File: config.mk
export PLATFORM = sky130hd
export DESIGN_NAME = render_scheduler_flat
export DESIGN_NICKNAME = d
export VERILOG_FILES = /design/src/rtl/render_scheduler_if.sv /design/src/rtl/render_scheduler.sv /design/src/flat_wrapper.sv
export SDC_FILE = /design/constraint.sdc
export NUM_CORES = 1
export LEC_CHECK = 0
export ABC_CLOCK_PERIOD_IN_PS = 6500
export BUFFER_PORTS_ARGS = -buffer_cell sky130_fd_sc_hd__buf_2
export CORE_AREA = 2 2 155 157
export DETAILED_ROUTE_END_ITERATION = 8
export DIE_AREA = 0 0 157 159
export GPL_TIMING_DRIVEN = 0
export PLACE_DENSITY_LB_ADDON = 0.25
export SYNTH_ARGS = -nofsm -noshare
export SYNTH_HDL_FRONTEND = slang
export SYNTH_SLANG_ARGS = --single-unit
export TNS_END_PERCENT = 100
File: constraint.sdc
create_clock -name clock -period 6.5 [get_ports clock]
set_clock_uncertainty 0.15 [all_clocks]
set_input_delay 0.325 -clock clock [delete_from_list [all_inputs] [get_ports clock]]
set_output_delay 0.325 -clock clock [all_outputs]
set_load 0.1 [all_outputs]
File: src/rtl/render_scheduler_if.sv
// Signal bundle between render_scheduler (master) and its requester, solver array and pixel sink.
interface render_scheduler_if;
  logic signed [26:0] req_min_x, req_min_y, req_max_x, req_max_y, req_dx, req_dy;
  logic               req_valid;
  logic               req_ready;
  logic signed [26:0] min_x, min_y, max_x, max_y, dx, dy;
  logic               solver_reset;
  logic               solvers_done;
  logic [5:0]         rd_solver_id;
  logic [18:0]        rd_addr;
  logic [7:0]         rd_data;
  logic               pix_valid;
  logic               pix_ready;
  logic [7:0]         pix_data;
  logic [18:0]        pix_index;
  logic               pix_last;
  logic               busy;
  logic               timeout;

  modport master (
    input  req_min_x, req_min_y, req_max_x, req_max_y, req_dx, req_dy, req_valid,
    input  solvers_done, rd_data, pix_ready,
    output req_ready, min_x, min_y, max_x, max_y, dx, dy, solver_reset,
    output rd_solver_id, rd_addr, pix_valid, pix_data, pix_index, pix_last, busy, timeout
  );

  modport slave (
    output req_min_x, req_min_y, req_max_x, req_max_y, req_dx, req_dy, req_valid,
    output solvers_done, rd_data, pix_ready,
    input  req_ready, min_x, min_y, max_x, max_y, dx, dy, solver_reset,
    input  rd_solver_id, rd_addr, pix_valid, pix_data, pix_index, pix_last, busy, timeout
  );
endinterface

File: src/rtl/render_scheduler.sv
// Frame scheduler: accepts a view, resets and waits on the solver array, then streams pixels.
// Define SOLVE_TIMEOUT_EN to add a sticky solve watchdog (TIMEOUT_CYCLES).
module render_scheduler #(
  parameter int unsigned NUM_SOLVERS    = 4,
  parameter int unsigned NUM_PIXELS     = 1024,
  parameter int unsigned TIMEOUT_CYCLES = 32'd16777216
) (
  input logic                clock,
  input logic                reset,
  render_scheduler_if.master bus
);

  localparam logic [1:0] StIdle  = 2'd0;
  localparam logic [1:0] StLoad  = 2'd1;
  localparam logic [1:0] StSolve = 2'd2;
  localparam logic [1:0] StDrain = 2'd3;

  localparam logic [5:0]  SolMax  = 6'(NUM_SOLVERS - 1);
  localparam logic [18:0] AddrMax = 19'(NUM_PIXELS / NUM_SOLVERS - 1);
  localparam logic [18:0] PixMax  = 19'(NUM_PIXELS - 1);

  logic [1:0]         state_q, state_d;
  logic               load_cnt_q, load_cnt_d;
  logic [1:0]         guard_q, guard_d;
  logic signed [26:0] view_q [6];
  logic signed [26:0] view_d [6];
  logic signed [26:0] req_view [6];

  logic [5:0]  sol_q, sol_d;
  logic [18:0] addr_q, addr_d;
  logic        iss_done_q, iss_done_d;
  logic        infl_q, infl_d;
  logic [7:0]  buf_q [2];
  logic [7:0]  buf_d [2];
  logic        wr_ptr_q, wr_ptr_d;
  logic        rd_ptr_q, rd_ptr_d;
  logic [1:0]  cnt_q, cnt_d;
  logic [18:0] idx_q, idx_d;

  logic       accept, guard_ok, done_ok, wd_expire;
  logic       pop, issue, last_xfer;
  logic [2:0] occ;

  assign req_view[0] = bus.req_min_x;
  assign req_view[1] = bus.req_min_y;
  assign req_view[2] = bus.req_max_x;
  assign req_view[3] = bus.req_max_y;
  assign req_view[4] = bus.req_dx;
  assign req_view[5] = bus.req_dy;

  assign bus.min_x = view_q[0];
  assign bus.min_y = view_q[1];
  assign bus.max_x = view_q[2];
  assign bus.max_y = view_q[3];
  assign bus.dx    = view_q[4];
  assign bus.dy    = view_q[5];

  assign bus.req_ready    = (state_q == StIdle) & ~reset;
  assign bus.busy         = (state_q != StIdle);
  assign bus.solver_reset = (state_q == StLoad);

  assign accept   = bus.req_valid & bus.req_ready;
  // A done flag left over from the previous frame is ignored for two SOLVE cycles.
  assign guard_ok = (guard_q == 2'd2);
  assign done_ok  = (state_q == StSolve) & guard_ok & bus.solvers_done;

  assign bus.pix_valid    = (cnt_q != 2'd0);
  assign bus.pix_data     = buf_q[rd_ptr_q];
  assign bus.pix_index    = idx_q;
  assign bus.pix_last     = bus.pix_valid & (idx_q == PixMax);
  assign bus.rd_solver_id = sol_q;
  assign bus.rd_addr      = addr_q;

  assign pop       = bus.pix_valid & bus.pix_ready;
  assign last_xfer = pop & (idx_q == PixMax);
  // Occupancy after this cycle's pop; keeps the 2-entry buffer full-rate without overflow.
  assign occ       = {1'b0, cnt_q} + {2'b00, infl_q} - {2'b00, pop};
  assign issue     = (state_q == StDrain) & ~iss_done_q & (occ < 3'd2);

  always_comb begin
    state_d    = state_q;
    load_cnt_d = 1'b0;
    guard_d    = 2'd0;
    view_d     = view_q;
    case (state_q)
      StIdle: begin
        if (accept) begin
          state_d = StLoad;
          view_d  = req_view;
        end
      end
      StLoad: begin
        load_cnt_d = ~load_cnt_q;
        if (load_cnt_q) state_d = StSolve;
      end
      StSolve: begin
        guard_d = guard_ok ? guard_q : guard_q + 2'd1;
        if (done_ok)        state_d = StDrain;
        else if (wd_expire) state_d = StIdle;
      end
      StDrain: begin
        if (last_xfer) state_d = StIdle;
      end
      default: state_d = StIdle;
    endcase
  end

  always_comb begin
    sol_d      = 6'd0;
    addr_d     = 19'd0;
    iss_done_d = 1'b0;
    infl_d     = 1'b0;
    buf_d      = buf_q;
    wr_ptr_d   = 1'b0;
    rd_ptr_d   = 1'b0;
    cnt_d      = 2'd0;
    idx_d      = 19'd0;
    if (state_q == StDrain) begin
      sol_d      = sol_q;
      addr_d     = addr_q;
      iss_done_d = iss_done_q;
      wr_ptr_d   = wr_ptr_q;
      rd_ptr_d   = rd_ptr_q;
      idx_d      = idx_q;
      infl_d     = issue;
      cnt_d      = occ[1:0];
      // Solver id wraps and carries into the per-solver address.
      if (issue) begin
        if (sol_q == SolMax) begin
          sol_d = 6'd0;
          if (addr_q == AddrMax) iss_done_d = 1'b1;
          else                   addr_d     = addr_q + 19'd1;
        end else begin
          sol_d = sol_q + 6'd1;
        end
      end
      if (infl_q) begin
        buf_d[wr_ptr_q] = bus.rd_data;
        wr_ptr_d        = ~wr_ptr_q;
      end
      if (pop) begin
        rd_ptr_d = ~rd_ptr_q;
        idx_d    = idx_q + 19'd1;
      end
    end
  end

  always_ff @(posedge clock or posedge reset) begin
    if (reset) begin
      state_q    <= StIdle;
      load_cnt_q <= 1'b0;
      guard_q    <= 2'd0;
      view_q     <= '{default: '0};
      sol_q      <= 6'd0;
      addr_q     <= 19'd0;
      iss_done_q <= 1'b0;
      infl_q     <= 1'b0;
      buf_q      <= '{default: '0};
      wr_ptr_q   <= 1'b0;
      rd_ptr_q   <= 1'b0;
      cnt_q      <= 2'd0;
      idx_q      <= 19'd0;
    end else begin
      state_q    <= state_d;
      load_cnt_q <= load_cnt_d;
      guard_q    <= guard_d;
      view_q     <= view_d;
      sol_q      <= sol_d;
      addr_q     <= addr_d;
      iss_done_q <= iss_done_d;
      infl_q     <= infl_d;
      buf_q      <= buf_d;
      wr_ptr_q   <= wr_ptr_d;
      rd_ptr_q   <= rd_ptr_d;
      cnt_q      <= cnt_d;
      idx_q      <= idx_d;
    end
  end

`ifdef SOLVE_TIMEOUT_EN
  localparam int unsigned    WdW    = $clog2(TIMEOUT_CYCLES + 1);
  localparam logic [WdW-1:0] WdLast = WdW'(TIMEOUT_CYCLES - 1);

  logic [WdW-1:0] wdog_q, wdog_d;
  logic           timeout_q, timeout_d;

  assign wd_expire   = (state_q == StSolve) & (wdog_q == WdLast);
  assign bus.timeout = timeout_q;

  always_comb begin
    wdog_d    = (state_q == StSolve) ? wdog_q + 1'b1 : '0;
    timeout_d = timeout_q | (wd_expire & ~done_ok);
  end

  always_ff @(posedge clock or posedge reset) begin
    if (reset) begin
      wdog_q    <= '0;
      timeout_q <= 1'b0;
    end else begin
      wdog_q    <= wdog_d;
      timeout_q <= timeout_d;
    end
  end
`else
  assign wd_expire   = 1'b0;
  assign bus.timeout = 1'b0;
`endif

endmodule

File: src/flat_wrapper.sv
// flat-port wrapper written by rule: the top's interface ports become plain ports
module render_scheduler_flat 
#(
  parameter int unsigned NUM_SOLVERS    = 4,
  parameter int unsigned NUM_PIXELS     = 1024,
  parameter int unsigned TIMEOUT_CYCLES = 32'd16777216
)
  (clock, reset, bus_req_min_x, bus_req_min_y, bus_req_max_x, bus_req_max_y, bus_req_dx, bus_req_dy, bus_req_valid, bus_solvers_done, bus_rd_data, bus_pix_ready, bus_req_ready, bus_min_x, bus_min_y, bus_max_x, bus_max_y, bus_dx, bus_dy, bus_solver_reset, bus_rd_solver_id, bus_rd_addr, bus_pix_valid, bus_pix_data, bus_pix_index, bus_pix_last, bus_busy, bus_timeout);
  render_scheduler_if bus_i ();
  input logic clock;
  input logic reset;
  input wire logic [$bits(bus_i.req_min_x)-1:0] bus_req_min_x;
  input wire logic [$bits(bus_i.req_min_y)-1:0] bus_req_min_y;
  input wire logic [$bits(bus_i.req_max_x)-1:0] bus_req_max_x;
  input wire logic [$bits(bus_i.req_max_y)-1:0] bus_req_max_y;
  input wire logic [$bits(bus_i.req_dx)-1:0] bus_req_dx;
  input wire logic [$bits(bus_i.req_dy)-1:0] bus_req_dy;
  input wire logic [$bits(bus_i.req_valid)-1:0] bus_req_valid;
  input wire logic [$bits(bus_i.solvers_done)-1:0] bus_solvers_done;
  input wire logic [$bits(bus_i.rd_data)-1:0] bus_rd_data;
  input wire logic [$bits(bus_i.pix_ready)-1:0] bus_pix_ready;
  output wire logic [$bits(bus_i.req_ready)-1:0] bus_req_ready;
  output wire logic [$bits(bus_i.min_x)-1:0] bus_min_x;
  output wire logic [$bits(bus_i.min_y)-1:0] bus_min_y;
  output wire logic [$bits(bus_i.max_x)-1:0] bus_max_x;
  output wire logic [$bits(bus_i.max_y)-1:0] bus_max_y;
  output wire logic [$bits(bus_i.dx)-1:0] bus_dx;
  output wire logic [$bits(bus_i.dy)-1:0] bus_dy;
  output wire logic [$bits(bus_i.solver_reset)-1:0] bus_solver_reset;
  output wire logic [$bits(bus_i.rd_solver_id)-1:0] bus_rd_solver_id;
  output wire logic [$bits(bus_i.rd_addr)-1:0] bus_rd_addr;
  output wire logic [$bits(bus_i.pix_valid)-1:0] bus_pix_valid;
  output wire logic [$bits(bus_i.pix_data)-1:0] bus_pix_data;
  output wire logic [$bits(bus_i.pix_index)-1:0] bus_pix_index;
  output wire logic [$bits(bus_i.pix_last)-1:0] bus_pix_last;
  output wire logic [$bits(bus_i.busy)-1:0] bus_busy;
  output wire logic [$bits(bus_i.timeout)-1:0] bus_timeout;
  assign bus_i.req_min_x = bus_req_min_x;
  assign bus_i.req_min_y = bus_req_min_y;
  assign bus_i.req_max_x = bus_req_max_x;
  assign bus_i.req_max_y = bus_req_max_y;
  assign bus_i.req_dx = bus_req_dx;
  assign bus_i.req_dy = bus_req_dy;
  assign bus_i.req_valid = bus_req_valid;
  assign bus_i.solvers_done = bus_solvers_done;
  assign bus_i.rd_data = bus_rd_data;
  assign bus_i.pix_ready = bus_pix_ready;
  assign bus_req_ready = bus_i.req_ready;
  assign bus_min_x = bus_i.min_x;
  assign bus_min_y = bus_i.min_y;
  assign bus_max_x = bus_i.max_x;
  assign bus_max_y = bus_i.max_y;
  assign bus_dx = bus_i.dx;
  assign bus_dy = bus_i.dy;
  assign bus_solver_reset = bus_i.solver_reset;
  assign bus_rd_solver_id = bus_i.rd_solver_id;
  assign bus_rd_addr = bus_i.rd_addr;
  assign bus_pix_valid = bus_i.pix_valid;
  assign bus_pix_data = bus_i.pix_data;
  assign bus_pix_index = bus_i.pix_index;
  assign bus_pix_last = bus_i.pix_last;
  assign bus_busy = bus_i.busy;
  assign bus_timeout = bus_i.timeout;
  render_scheduler #(.NUM_SOLVERS(NUM_SOLVERS), .NUM_PIXELS(NUM_PIXELS), .TIMEOUT_CYCLES(TIMEOUT_CYCLES)) u_core (.clock(clock), .reset(reset), .bus(bus_i));
endmodule
After elaboration in Yosys (flattened, before gate mapping)
Index checks and enable logic that the tools add are counted.

Flip-flop bits (word level): 233. Input port bits: 175. Output and inout port bits: 220.

Mux-type cells: 33. $add $sub $neg: 6. Equality and inequality tests: 18. Reduce and logical (&&, ||, !) cells: 9. Bitwise logic cells: 16. Order comparisons: 4.

Operators by type and width (number): 19-bit 2-to-1 mux (6); 19-bit by 1-bit adder with 19-bit output (second input constant) (2); 8-bit 2-to-1 mux (4); 19-bit by 10-bit == test with 1-bit output (second input constant) (1); 19-bit by 8-bit == test with 1-bit output (second input constant) (1); 6-bit 2-to-1 mux (3); 16-bit bitwise mux (1); 2-bit 2-to-1 mux (7); 2-bit by 1-bit != test with 1-bit output (second input constant) (7); 1-bit 2-to-1 mux (10); 1-bit AND (9); 8-bit demux with 1-bit select (1); 2-bit != test (second input constant) (4); 2-bit case mux with 4 select lines (1); 6-bit by 1-bit adder with 6-bit output (second input constant) (1); 2-bit == test (second input constant) (3); 6-bit by 2-bit == test with 1-bit output (second input constant) (1); 3-bit AND reduction (2); 1-bit inverter (5); 2-bit greater-or-equal comparator (second input constant) (2); 1-bit inverter with 2-bit output (2); 2-bit AND reduction (2); 4-bit AND reduction (1); 2-bit nonzero test (2); 8 further kinds (8).

Longest topological paths before layout
Gate-level depths: netlist (run 1).

Depth in word-level cells: 7. Mapped depth: 15. Depth with buffers taken out: 12.

Worst setup path after synthesis (run 1)
No wires, ideal clock.

Path kind: reg-to-output. Start: register u_core.idx_q[3] (netlist: u_core.bus.pix_index[3]). End: output port bus_pix_last. Data required time: 6.025 ns. Buffers on the path: 0. Data arrival time: 3.660 ns. Cell stages (with the launch flop): 4. Setup slack: 2.365 ns. Cell sequence: dfrtp_1 > and4_1 > nand4_1 > nor3_1.

Word-level cells in the longest chain between the ends: 2.

Ends and longest elaborated chain: start, declared (RTL line render_scheduler.sv:38) `logic [18:0] idx_q, idx_d;`; start signal, assigned (RTL line render_scheduler.sv:176) `idx_q <= idx_d;`; 19-bit by 10-bit == test with 1-bit output (RTL line render_scheduler.sv:70) `assign bus.pix_last = bus.pix_valid & (idx_q == PixMax);`; 1-bit AND (RTL line render_scheduler.sv:70); end, declared (RTL line flat_wrapper.sv:35) `output wire logic [$bits(bus_i.pix_last)-1:0] bus_pix_last;`.

No other way between the ends.

Worst setup path in the final report (run 1)
Start: register u_core.cnt_q[1]. End: register u_core.addr_q[10] (netlist: u_core.bus.rd_addr[10]).

Word-level cells in the longest chain between the ends: 7.

Ends and longest elaborated chain: start, declared (RTL line render_scheduler.sv:37) `logic [1:0] cnt_q, cnt_d;`; start signal, assigned (RTL line render_scheduler.sv:175) `cnt_q <= cnt_d;`; branches (longest 2 deep; another with 2-bit by 1-bit adder with 3-bit output); 3-bit by 1-bit subtractor with 3-bit output * (RTL line render_scheduler.sv:77) `assign occ = {1'b0, cnt_q} + {2'b00, infl_q} - {2'b00, pop};`; 3-bit by 2-bit less-than comparator with 1-bit output * (RTL line render_scheduler.sv:78) `assign issue = (state_q == StDrain) & ~iss_done_q & (occ < 3'd2);`; 1-bit AND * (RTL line render_scheduler.sv:78); 2-bit by 1-bit != test with 1-bit output (no line) *; 3-bit AND reduction (no line) *; end signal, assigned (RTL line render_scheduler.sv:169) `addr_q <= addr_d;`; end, declared (RTL line render_scheduler.sv:30) `logic [18:0] addr_q, addr_d;`.

Mark *: on every way between the ends. A chain may end at the register's enable or synchronous reset.

==> run metrics, run 1 <==
status finished, final reports clean; Root Buffer clkbuf_16; # rows 56; Routed Antenna Nets 0; Buffers on Ports 393; most common cell after layout, fill and taps aside buf_2; Final Hold Fails 0; Max Slew Vio Count 0; Setup CP Type flip-flop to flip-flop; Post-synth EDFFs 0; final cell count without fillers 1632; RSZ-0062 raised after global routing no; Cells after Synth 695; drt first pass iters 4; CTS tree done; synthesis-to-layout area growth 52.7%; WP data required 6.72 ns; Seq/Total Area, Yosys 60.9%; antenna violations before repair 2; Vias 8068; 1st-iter DRT viols 260; dominant synthesized flop cell dfrtp_1; syn_area_per_cell 13.8 sq um; routability cong. 0.814; HPWL Detailed 20100 um; Worst-Margin Slew 0.676 ns; worst rel slew slack 54.8%; post-synthesis register bit count 233; Crit Path Max Fanout 10; aggregate negative setup slack 0 ns; Max Cap Violations 0; YS warnings 0; Clock Tree Buf Depth 3; Layout Utilization 63.0%; FMAX 247 MHz; startpoint types flip-flop; final WL 30000 um; critical path arrival 4.27 ns; Hold Path Class input port to flip-flop; Core Region 23200 sq um; Worst-Skew Late Latency 0.51 ns; Worst Setup End Kind flip-flop; crit path time final 4.05 ns; # nets final 1478; total track usage 23.7%; Worst-path clk slew 0.06 ns; synthesized area 9570 sq um; Die H 159 um; via count of the first global-routing pass 8845; DRC violations left 0; Multi-input gate area 3560 sq um; most frequent cells in the layout buf_2, dfrtp_1, mux2_2, dlygate4sd3_1, clkbuf_1; Mapped Nets 881; routed len/inst 18.4 um; Ports 395; die area 25000 sq um; dominant cells by area after synthesis dfrtp_1, mux2_2, ha_1; Cell variety after synth 40; final period utilization 62.4%; clock sinks 233; Filler Cells Inserted 1761; CTS buffer count 25; FF+latch area 5830 sq um; grt ovf 0; area share of the largest cell type after synthesis 60.9%; Synth async-reset ratio 100%; CTS HTree Levels 1; DR vias/cell 4.94; layout cells sized above 1 48.5%; die span in x 157 um; placed cell count 1413; Starting Density 41.3%; largest net degree at the start of global routing 42; Setup Viol. Count Final 0; most area-hungry cell type in the Yosys netlist dfrtp_1; global-route wire length before repair 46900 um
routing by layer:
metal | track usage (%) | part of all wire, % | up-vias
li1 | - | - | 3684
met2 | 41.6 | 51 | 337
met1 | 27.1 | 37 | 3959
met4 | 11.0 | 4.6 | 0
met3 | 5.50 | 7.8 | 88
met5 | 0 | 0 | -
cell families (layout without fill, tap and decap cells):
logic type | Yosys count | in the layout | share of synthesized area, %
flops | 233 | 233 | 60.9
simple gates | 137 | 137 | 7.70
fa+ha+maj | 11 | 11 | 1.52
buf+inv | 46 | 662 | 1.86
other cells | 1 | 3 | 0.0392
xor+xnor | 19 | 19 | 1.74
mux | 192 | 192 | 22.5
compound gates | 56 | 56 | 3.71
worst paths after layout:
kind                                   start                        to  slack (ns)  cells after the start
setup / recovery             u_core.cnt_q[1]    u_core.bus.rd_addr[10]        2.45                     15
max in group asynchronous              reset      u_core.bus.min_y[25]        4.77                      6
setup reg to reg             u_core.cnt_q[1]    u_core.bus.rd_addr[10]        2.45                     15
hold / removal                 bus_pix_ready   u_core.bus.pix_index[9]        0.09                      4
min in group asynchronous              reset  u_core.bus.pix_index[11]        0.32                      3
hold reg to reg            u_core.load_cnt_q         u_core.load_cnt_q        0.27                      1
cells in the mapped netlist, types with 11 or more instances:
master and number:
dfrtp_1 233, a21oi_1 21, inv_1 13, or4_1 14, o31ai_1 14, o21ai_0 11, nand3_1 17, xnor2_1 11
nand2_1 25, mux2_2 187, clkbuf_1 29, nor2_1 23
repair_timing:
action / CTS / global route
resized for setup: 0 / 0
buffers inserted: 0 / 0
hold endpoints to repair: 201 / 0
hold buffers: 171 / 0
flip-flops by register name, indices dropped and copies added (netlist names):
signal and flops:
u_core.buf_q 16, u_core.bus.dx 27, u_core.bus.dy 27, u_core.bus.max_x 27
u_core.bus.max_y 27, u_core.bus.min_x 27, u_core.bus.min_y 27, u_core.bus.pix_index 19
u_core.bus.rd_addr 19, u_core.bus.rd_solver_id 6, u_core.cnt_q 2, u_core.guard_q 2
u_core.infl_q 1, u_core.iss_done_q 1, u_core.load_cnt_q 1, u_core.rd_ptr_q 1
u_core.state_q 2, u_core.wr_ptr_q 1
worst max-delay path, cell delays in order (launching register included):
cell and delay, ns:
dfrtp_1 0.42, or2_2 0.33, and2_1 0.16, clkbuf_1 0.18, ha_1 0.30, inv_1 0.06
ha_1 0.13, inv_1 0.05, fa_1 0.41, xor2_1 0.20, nor3_4 0.41, a31oi_2 0.23
buf_2 0.23, clkbuf_1 0.25, o31ai_1 0.31, a21oi_1 0.10
area by class of cell:
cell class              instances  share of cell area, %
inverters                      14                  0.385
clock inverters                 8                  0.642
repair buffers                570                   26.0
well taps                     319                   2.73
flip-flops and latches        233                   39.9
diodes                          2                 0.0342
plain buffers                  32                  0.856
clock buffers                  38                   5.09
multi-input cells             416                   24.4
through the flow:
| step | setup WS, ns | hold slack [ns] | instance area [sq um] |
|---|---|---|---|
| final | 2.45 | 0.0851 | 14600 |
| after global routing | 2.19 | 0.0870 | 14600 |
| after CTS | 2.42 | 0.0606 | 14600 |
| after detailed placement | 2.42 | 0.251 | 12100 |
| after global placement | 1.46 | 0.255 | 11900 |
| after floorplan | 2.37 | 0.238 | 9580 |
Power of run 1 is left out: the tool's default activity adds up to more than one toggle a clock period on the data nets, which glitch-free logic cannot reach.
==> run 2, diff against run 1 <==
--- a/config.mk
+++ b/config.mk
@@ -5,11 +5,11 @@
 export SDC_FILE = /design/constraint.sdc
 export NUM_CORES = 1
 export LEC_CHECK = 0
-export ABC_CLOCK_PERIOD_IN_PS = 6500
+export ABC_CLOCK_PERIOD_IN_PS = 4059
 export BUFFER_PORTS_ARGS = -buffer_cell sky130_fd_sc_hd__buf_2
-export CORE_AREA = 2 2 155 157
+export CORE_AREA = 2 2 153 155
 export DETAILED_ROUTE_END_ITERATION = 8
-export DIE_AREA = 0 0 157 159
+export DIE_AREA = 0 0 155 157
 export GPL_TIMING_DRIVEN = 0
 export PLACE_DENSITY_LB_ADDON = 0.25
 export SYNTH_ARGS = -nofsm -noshare
==> constraint.sdc (replaced) <==
create_clock -name clock -period 4.06 [get_ports clock]
set_clock_uncertainty 0.15 [all_clocks]
set_input_delay 0.203 -clock clock [delete_from_list [all_inputs] [get_ports clock]]
set_output_delay 0.203 -clock clock [all_outputs]
set_load 0.1 [all_outputs]
==> run 2 against run 1 <==
  * Critical path depth decreased by 2
  * Via count decreased by 0.59%
  * Hold slack improved by 0.015 ns
  * Register-to-register slack got worse by 2.1 ns
==> run metrics, run 2 (synthesis results as in run 1) <==
status finished, final reports clean; Setup CP Type flip-flop to flip-flop; critical path arrival 4.02 ns (-0.25 ns); final WL 30300 um (+1.1%); Die H 157 um (-1.3%); Ports 395 (unchanged); Worst-Skew Late Latency 0.52 ns (about the same); die area 24300 sq um (-2.5%); FMAX 268 MHz (+8.5%); grt ovf 0 (unchanged); startpoint types flip-flop; largest net degree at the start of global routing 41 (-2.4%); Routed Antenna Nets 0 (unchanged); # rows 55 (-1.8%); Setup Viol. Count Final 0 (unchanged); Clock Tree Buf Depth 3 (unchanged); final period utilization 92.1% (+30 points); layout cells sized above 1 48.4% (-0.11 points); clock sinks 233 (unchanged); CTS buffer count 26 (+4.0%); Worst-Margin Slew 0.798 ns (+0.122 ns); routability cong. 0.809 (-0.59%); DRC violations left 0 (unchanged); Starting Density 42.5% (+1.3 points); 1st-iter DRT viols 316 (+22%); most frequent cells in the layout buf_2, dfrtp_1, mux2_2, dlygate4sd3_1, clkbuf_1; synthesis-to-layout area growth 52.4%; RSZ-0062 raised after global routing no; Max Cap Violations 0 (unchanged); Worst Setup End Kind flip-flop; Final Hold Fails 0 (unchanged); # nets final 1481 (+0.20%); total track usage 24.1% (+0.46 points); routed len/inst 19.0 um (+3.2%); Crit Path Max Fanout 10 (unchanged); Reg2Reg Depth 13 (-2); most common cell after layout, fill and taps aside buf_2; worst rel slew slack 46.7% (-8.1 points); via count of the first global-routing pass 8651 (-2.2%); WP data required 4.34 ns (-2.38 ns); flop-to-flop setup slack 0.32 ns (-2.12 ns); Layout Utilization 64.8% (+1.8 points); crit path time final 3.74 ns (-0.316 ns); CTS tree done; Worst-path clk slew 0.06 ns (about the same); HPWL Detailed 19900 um (-1.4%); Root Buffer clkbuf_16; Hold Path Class input port to flip-flop; die span in x 155 um (-1.3%); Max Slew Vio Count 0 (unchanged); Core Region 22500 sq um (-3.0%); CTS HTree Levels 1 (unchanged); Worst Hold Path Cells 5 (+1); Vias 8020 (-0.59%); Buffers on Ports 393 (unchanged); drt first pass iters 5 (+1); global-route wire length before repair 46400 um (-1.0%); DR vias/cell 5.01 (+1.4%); antenna violations before repair 0 (-2)
==> run 2: what timing repair did <==
action                     4_1_cts  5_1_grt
pin swaps                        0        1
resized for setup                1        3
setup buffers                    0        2
hold buffers                   172        0
setup endpoints to repair        1       17
hold endpoints to repair       207        0
==> run 2: worst max-delay path: stages (launching register included) <==
cell      delay (ns)
dfrtp_1         0.42
or2_2           0.32
and2_1          0.25
ha_1            0.30
inv_1           0.06
ha_1            0.13
inv_1           0.05
fa_1            0.53
nand2b_1        0.13
nor3_4          0.28
a31oi_4         0.15
clkbuf_4        0.22
or4_1           0.50
a21oi_1         0.16
==> run 2: stage by stage <==
step	hold slack [ns]	setup slack, ns	TNS (ns)	instance area [sq um]	instances
finish	0.0999	0.322	0	14600	1600
global route	0.115	0.0852	0	14600	1599
CTS	0.0802	0.0293	0	14600	1598
detailed placement	0.248	0.00857	0	12000	1379
global placement	0.256	-0.874	-198.49	11900	1373
floorplan	0.204	0.0475	0	9580	695
==> run 2: routing by layer <==
layer / vias up / GRT usage, % / share of wire (%)
met5: - / 0 / 0
met4: 0 / 9.08 / 3.5
met3: 73 / 6.36 / 7.5
met2: 333 / 43.4 / 51
met1: 3932 / 27.6 / 37
li1: 3682 / - / -
==> run 2: final cells by class <==
cell class / count / area [sq um]
repair buffers: 573 / 3820
clock inverters: 3 / 15.0
clock buffers: 44 / 800
multi-input cells: 416 / 3580
well taps: 285 / 357
fillers: 1664 / 7920
diodes: 1 / 2.50
flip-flops and latches: 233 / 5830
inverters: 14 / 56.3
plain buffers: 31 / 125
==> run 2: final timing paths <==
path | end | from
max | u_core.bus.rd_addr[7] | u_core.cnt_q[1]
min | u_core.state_q[0] | bus_solvers_done
max reg2reg | u_core.bus.rd_addr[7] | u_core.cnt_q[1]
min reg2reg | u_core.load_cnt_q | u_core.load_cnt_q
max in group asynchronous | u_core.bus.min_y[9] | reset
min in group asynchronous | u_core.bus.dx[12] | reset
Power of run 2 is left out for the same reason.
